[config.mk]
export PLATFORM = sky130hd
export DESIGN_NAME = alu_sequencer
export DESIGN_NICKNAME = d
export VERILOG_FILES = /design/src/rtl/alu_sequencer.sv
export SDC_FILE = /design/constraint.sdc
export NUM_CORES = 1
export LEC_CHECK = 0
export CAP_MARGIN = 20
export CORE_MARGIN = 5
export CORE_UTILIZATION = 42
export CTS_CLUSTER_SIZE = 8
export DETAILED_ROUTE_END_ITERATION = 10
export PLACE_DENSITY = 0.83
export SLEW_MARGIN = 20
export SYNTH_ARGS = -nofsm -noshare
export SYNTH_HDL_FRONTEND = slang
export SYNTH_SLANG_ARGS = --single-unit
[constraint.sdc]
create_clock -name clk -period 3 [get_ports clk]
set_input_delay 0.6 -clock clk [delete_from_list [all_inputs] [get_ports clk]]
set_output_delay 0.6 -clock clk [all_outputs]
set_load 0.01 [all_outputs]
[src/rtl/alu_sequencer.sv]
// alu_sequencer: four-state (IDLE/READ/EXEC/WB) instruction sequencer that
// steers a register file and an external ALU for one 16-bit instruction.
// Ports:
//   clk, rst              clock, synchronous active-high reset
//   instr_valid, instr    instruction offer {ot,opcode,rd,ra,rb,wb_en}
//   instr_ready           high in IDLE (accept when valid & ready)
//   rf_re, rf_ra, rf_rb   register-file read strobe/addresses (READ)
//   alu_ot, alu_opcode    ALU controls taken from the instruction register
//   alu_out, flags_in     ALU result/flags, sampled at the end of EXEC
//   rf_we, rf_wa, rf_wd   register-file write port (WB)
//   flags                 architectural flags {za,zb,eq,gt,lt}
//   busy, done, err       in-flight, completion pulse, illegal-op pulse
module alu_sequencer (
    input  logic        clk,
    input  logic        rst,
    input  logic        instr_valid,
    input  logic [15:0] instr,
    output logic        instr_ready,
    output logic        rf_re,
    output logic [2:0]  rf_ra,
    output logic [2:0]  rf_rb,
    output logic [1:0]  alu_ot,
    output logic [3:0]  alu_opcode,
    input  logic [15:0] alu_out,
    input  logic [4:0]  flags_in,
    output logic        rf_we,
    output logic [2:0]  rf_wa,
    output logic [15:0] rf_wd,
    output logic [4:0]  flags,
    output logic        busy,
    output logic        done,
    output logic        err
);

    typedef enum logic [1:0] {
        IDLE,
        READ,
        EXEC,
        WB
    } state_t;

    state_t      state;
    state_t      state_nxt;
    logic [15:0] ir;
    logic [15:0] result;
    logic        illegal;

    // ot = 11 has no ALU meaning: no writeback, no flag update
    assign illegal    = (ir[15:14] == 2'b11);

    assign alu_ot     = ir[15:14];
    assign alu_opcode = ir[13:10];
    assign rf_wa      = ir[9:7];
    assign rf_ra      = ir[6:4];
    assign rf_rb      = ir[3:1];
    assign rf_wd      = result;

    always_ff @(posedge clk) begin
        if (rst) begin
            state  <= IDLE;
            ir     <= 16'h0000;
            result <= 16'h0000;
            flags  <= 5'b00000;
        end else begin
            state <= state_nxt;
            if (state == IDLE && instr_valid) begin
                ir <= instr;
            end
            if (state == EXEC) begin
                result <= alu_out;
                if (!illegal) begin
                    flags <= flags_in;
                end
            end
        end
    end

    always_comb begin
        state_nxt   = state;
        instr_ready = 1'b0;
        rf_re       = 1'b0;
        rf_we       = 1'b0;
        done        = 1'b0;
        err         = 1'b0;
        busy        = 1'b0;
        unique case (state)
            IDLE: begin
                instr_ready = 1'b1;
                if (instr_valid) begin
                    state_nxt = READ;
                end
            end
            READ: begin
                busy      = 1'b1;
                rf_re     = 1'b1;
                state_nxt = EXEC;
            end
            EXEC: begin
                busy      = 1'b1;
                state_nxt = WB;
            end
            WB: begin
                busy      = 1'b1;
                done      = 1'b1;
                err       = illegal;
                rf_we     = ir[0] && !illegal;
                state_nxt = IDLE;
            end
            default: begin
                state_nxt = IDLE;
            end
        endcase
    end

endmodule
==> impl_metrics.env, run 1 <==
export IMPL_io_buffers=81
export IMPL_groute_usage_overall=0.138
export IMPL_highest_layer="met4"
export IMPL_crit_arrival_ns=1.66
export IMPL_synth_top_area_frac=0.491
export IMPL_grt_pass1_wl_mm=5.64
export IMPL_io_pins=82
export IMPL_first_iter_violations=104
export IMPL_drc=0
export IMPL_area_growth_pct=50.3
export IMPL_viasPerCell=4.51
export IMPL_ys_seq_area_frac=0.491
export IMPL_stdcell_count=288
export IMPL_vias=1298
export IMPL_cts_tree="built"
export IMPL_syn_area_per_cell_um2=9.20
export IMPL_holdPathStages=2
export IMPL_yosysTopAreaCell="dfxtp_1"
export IMPL_synth_area_um2=1590
export IMPL_finalSetupViolCount=0
export IMPL_period_minus_slack_ns=2.26
export IMPL_skew_ns=0.00582
export IMPL_cp_startpoint="state[0]"
export IMPL_drv_slew=0
export IMPL_cts_resized=0
export IMPL_dr_wl_met3_um=375
export IMPL_post_route_period_util=0.752
export IMPL_grt_max_degree=40
export IMPL_combPwrFrac=0.405
export IMPL_die_w_um=71.6
export IMPL_dr_pass1_iters=4
export IMPL_placementRows=22
export IMPL_wl_mm=3.66
export IMPL_worst_pin_slew_ns=0.531
export IMPL_pwr_share_seq=0.397
export IMPL_fmax_mhz=443
export IMPL_pre_cts_ws_ns=1.06
export IMPL_hold_start="ir[6]"
export IMPL_max_cap_violations=0
export IMPL_power_total_mw=1.70
export IMPL_timing_final_hold_violations=0
export IMPL_clk_insertion_delay_late_ns=0.28
export IMPL_leakage_nw=0.903
export IMPL_p_switching_mw=0.548
export IMPL_grt_pass1_vias=1241
export IMPL_path_cells="ha_1 -> nand2_1 -> a21oi_1 -> clkdlybuf4s50_1"
export IMPL_ant_nets=0
export IMPL_drive_gt1_frac=0.0458
export IMPL_synthTopCellsByCount="dfxtp_1 (39), nand2_1 (34), nor2_1 (24)"
export IMPL_startpoint_type="flop"
export IMPL_path_max_fanout=4
export IMPL_crit_path_max_incr_delay_ns=0.55
export IMPL_netlist_instances=173
export IMPL_diodes=0
export IMPL_powerDensity_nw_per_um2=709
export IMPL_drt_wirelength_per_cell_um=12.7
export IMPL_die_y_um=71.6
export IMPL_cp_slowest_cell="clkdlybuf4s50_1"
export IMPL_core_um2=3660
export IMPL_r2r_cells=5
export IMPL_synthDistinctLibCells=18
export IMPL_synth_nets=218
export IMPL_place_congestion=0.774
export IMPL_slew_headroom=0.645
export IMPL_dp_cells=280
export IMPL_hp_class="flop to flop"
export IMPL_yosysWarnings=0
export IMPL_placed_area_um2=2310
export IMPL_synthFlopType="dfxtp_1"
export IMPL_die_area_um2=5120
export IMPL_initial_core_util=0.435
export IMPL_rsz0062_at_grt="no"
export IMPL_met2_length_mm=1.67
export IMPL_p_int_mw=1.15
export IMPL_power_switching_share=0.323
export IMPL_clk_pin_slew_ns=0.07
export IMPL_synth_seq_cells=39
export IMPL_cts_path_max_buffers=2
export IMPL_numCtsBuffers=5
export IMPL_hold_buffers=0
export IMPL_clockPowerShare=0.198
export IMPL_antenna_found_initial=0
export IMPL_nNetsFinal=284
export IMPL_hpwl_mm=2.72
export IMPL_fin_setup_tns_ns=0
export IMPL_critPathKind="flop to primary output"
export IMPL_numClockSinks=39
export IMPL_htree_levels=2
export IMPL_root_buffer="clkbuf_8"
export IMPL_grt_remaining_overflow=0
export IMPL_synth_area_leaders="dfxtp_1 (49%), mux2i_1 (14%), nand2_1 (8.0%)"
export IMPL_r2r_start="state[0]"
export IMPL_synth_async_reset_ratio=0
export IMPL_synth_edf_count=0
export IMPL_endpoint_kind="primary output"
export IMPL_vdd_drop_max_mv=0.380
export IMPL_postCtsSetupRepairBufs=0
export IMPL_status="finished, final reports clean"
export IMPL_layout_setup_ws_ns=0.744
export IMPL_yosysMostFrequentCell="dfxtp_1"
export IMPL_required_ns=2.40
export IMPL_drt_met1_wl_mm=1.58
export IMPL_final_area_um2=2390
==> state kept, by name, summed over array words and instances, names as in the netlist <==
name,flops
rf_wd,16
ir,16
flags,5
state,2
==> per-layer routing <==
layer / GRT usage / vias up
li1: - / 675
met1: 0.160 / 560
met2: 0.228 / 59
met3: 0.0631 / 4
met4: 0.0438 / 0
met5: 0 / -
==> per-stage QoR <==
step                hold slack [ns]  utilization
finish                        0.454        0.653
global route                  0.472        0.653
CTS                           0.457        0.653
detailed placement            0.446        0.631
global placement              0.441        0.631
floorplan                     0.437            -
==> path summary, 6_finish.rpt <==
path	to	slack (ns)
worst min register to register	ir[6]	0.45
worst max-delay path	rf_we	0.74
worst max register to register	flags[3]	1.41
worst min-delay path	ir[6]	0.45
==> layout by cell type, fill, tap and decap left out <==
cell | netlist | final
a211oi_1 | 1 | 1
a21boi_4 | 1 | 1
a21oi_1 | 17 | 17
and2_1 | 1 | 1
and3_1 | 1 | 1
buf_4 | 16 | 2
clkbuf_8 | 0 | 5
clkdlybuf4s50_1 | 0 | 81
clkinv_2 | 0 | 3
dfxtp_1 | 39 | 39
ha_1 | 5 | 5
inv_1 | 3 | 3
mux2i_1 | 22 | 22
nand2_1 | 34 | 34
nand2b_1 | 1 | 1
nor2_1 | 24 | 24
==> kinds of logic (layout without fill, tap and decap cells) <==
group,Yosys count,count (layout),synth area share
mux,22,22,0.138
fa+ha+maj,5,5,0.0393
flops,39,39,0.491
buf+inv,27,94,0.113
simple gates,61,61,0.149
compound gates,19,19,0.0700
==> final cells by class <==
| type | count | area, µm² |
|---|---|---|
| inverters | 3 | 11.3 |
| clock buffers | 5 | 68.8 |
| multi-input cells | 107 | 631 |
| repair buffers | 83 | 826 |
| flip-flops and latches | 39 | 781 |
| fillers | 313 | 1270 |
| well taps | 48 | 60.1 |
| clock inverters | 3 | 15.0 |
==> power groups by stage <==
stage / Clock, mW / Sequential (mW) / Combinational, mW
floorplan: 0 / 0.701 / 0.417
global placement: 0 / 0.683 / 0.684
detailed placement: 0 / 0.686 / 0.697
CTS: 0.349 / 0.675 / 0.700
global route: 0.371 / 0.688 / 0.743
finish: 0.336 / 0.674 / 0.686
==> critical path, delay by kind of cell (launching register included) <==
kind,cells,cell delay (ns)
buf+inv,1,0.55
flops,1,0.40
fa+ha+maj,1,0.23
compound gates,1,0.13
simple gates,1,0.06
Power figures use the tool's default switching activity.
==> run 2: changes to the inputs <==
- CORE_UTILIZATION: 42 -> 35
- PLACE_DENSITY: 0.83 -> 0.74
- clock period: 3 -> 1.9 ns (I/O delays scaled with it)
==> run 2 against run 1 <==
Compared with the run above:
- critical path depth shrank 1
- flip-flop and latch count is the same
- global-route usage shrank 2.0 points
- setup slack lost 0.65 ns
- sequential share of layout area shrank 0.48 points
- sequential power grew 59%
- count of clock-buffer cells in the layout grew 3
- register-to-register slack lost 0.88 ns
- power grew 62%
- routed wire length shrank 0.74%
- clock skew shrank 0.00082 ns
- critical path type unchanged
==> impl_metrics.env, run 2 (synthesis gave the netlist of run 1 again) <==
export IMPL_io_buffers=81
export IMPL_groute_usage_overall=0.119
export IMPL_leakage_nw=0.926
export IMPL_ant_nets=0
export IMPL_place_congestion=0.705
export IMPL_status="finished, final reports clean"
export IMPL_powerDensity_nw_per_um2=1130
export IMPL_core_um2=4380
export IMPL_grt_max_degree=40
export IMPL_crit_path_max_incr_delay_ns=0.55
export IMPL_slew_headroom=0.643
export IMPL_numCtsBuffers=5
export IMPL_post_route_period_util=0.950
export IMPL_drive_gt1_frac=0.0622
export IMPL_hold_buffers=0
export IMPL_dp_cells=285
export IMPL_hp_class="flop to flop"
export IMPL_viasPerCell=4.44
export IMPL_drt_wirelength_per_cell_um=12.4
export IMPL_cts_tree="built"
export IMPL_hpwl_mm=2.63
export IMPL_grt_remaining_overflow=0
export IMPL_critPathKind="flop to primary output"
export IMPL_nNetsFinal=285
export IMPL_die_y_um=77.4
export IMPL_cts_path_max_buffers=2
export IMPL_dr_pass1_iters=3
export IMPL_clk_insertion_delay_late_ns=0.29
export IMPL_diodes=0
export IMPL_grt_pass1_wl_mm=5.75
export IMPL_root_buffer="clkbuf_8"
export IMPL_area_growth_pct=53.1
export IMPL_first_iter_violations=42
export IMPL_die_area_um2=6000
export IMPL_final_cell_mix="clkdlybuf4s50_1 (77), dfxtp_1 (37), nand2_1 (34)"
export IMPL_fmax_mhz=554
export IMPL_endpoint_kind="primary output"
export IMPL_die_w_um=77.4
export IMPL_htree_levels=2
export IMPL_vias=1300
export IMPL_io_pins=82
export IMPL_max_cap_violations=0
export IMPL_worst_pin_slew_ns=0.535
export IMPL_drc=0
export IMPL_drv_slew=0
export IMPL_period_minus_slack_ns=1.81
export IMPL_placementRows=24
export IMPL_wl_mm=3.64
export IMPL_skew_ns=0.00500
export IMPL_cp_slowest_cell="clkdlybuf4s50_1"
export IMPL_layout_commonest_cell="clkdlybuf4s50_1"
export IMPL_fin_setup_tns_ns=0
export IMPL_startpoint_type="flop"
export IMPL_stdcell_count=293
export IMPL_final_area_um2=2440
export IMPL_placed_area_um2=2330
export IMPL_power_total_mw=2.75
export IMPL_rsz0062_at_grt="no"
export IMPL_vdd_drop_max_mv=0.619
export IMPL_antenna_found_initial=0
export IMPL_initial_core_util=0.363
export IMPL_numClockSinks=39
export IMPL_finalSetupViolCount=0
export IMPL_crit_arrival_ns=1.43
export IMPL_timing_final_hold_violations=0
export IMPL_grt_pass1_vias=1244
export IMPL_path_max_fanout=4
export IMPL_post_route_util=0.556
export IMPL_clk_pin_slew_ns=0.07
export IMPL_path_cells="inv_1 -> ha_1 -> clkdlybuf4s50_1"
export IMPL_required_ns=1.52
[run 2: cell types whose count changed in the layout (fill, tap and decap cells not counted)]
cell             previous run  this run
clkdlybuf4s50_1            81        77
dlygate4sd2_1               0         4
clkinv_2                    3         0
clkbuf_8                    5         7
dfxtp_1                    39        37
dfxtp_2                     0         2
ha_1                        5         3
ha_2                        0         2
buf_12                      0         1
clkbuf_1                    0         1
[run 2: area by class of cell]
type / count / area (µm²)
fill: 412 / 1950
tap: 52 / 65.1
sequential: 39 / 783
clock buffer: 8 / 100
timing repair buffer: 84 / 841
multi-input combinational: 107 / 636
inverter: 3 / 11.3
[run 2: per-layer routing]
layer,up-vias,GRT usage,share of wire
met2,42,0.210,0.50
met4,0,0.0515,0.013
met5,-,0,0
li1,674,-,-
met1,579,0.123,0.40
met3,5,0.0498,0.086
[run 2: power by group]
group	switching [mW]	total [mW]	internal, mW
logic	0.495	1.08	0.586
registers	0.0899	1.07	0.977
clock network	0.274	0.605	0.331
[run 2: path summary, 6_finish.rpt]
| path | startpoint | endpoint | slack, ns | cells after the start |
|---|---|---|---|---|
| max | state[1] | rf_re | 0.09 | 3 |
| min | ir[12] | ir[12] | 0.45 | 2 |
| max reg2reg | state[0] | ir[14] | 0.53 | 5 |
| min reg2reg | ir[12] | ir[12] | 0.45 | 2 |
[run 2: critical path, delay by kind of cell, from the launching register on]
family	cells	cell delay, ns
flip-flops	1	0.34
buffers and inverters	2	0.65
adder cells (fa/ha/maj)	1	0.16
[run 2: through the flow]
step,worst slack (ns),hold slack (ns)
global placement,0.234,0.442
detailed placement,0.196,0.446
floorplan,0.545,0.437
CTS,0.0537,0.457
finish,0.0947,0.454
global route,0.0320,0.477
[run 2: what timing repair did]
item / 4_1_cts / 5_1_grt
gates resized for setup: 8 / 0
setup endpoints to repair: 4 / 0
buffers inserted: 0 / 0
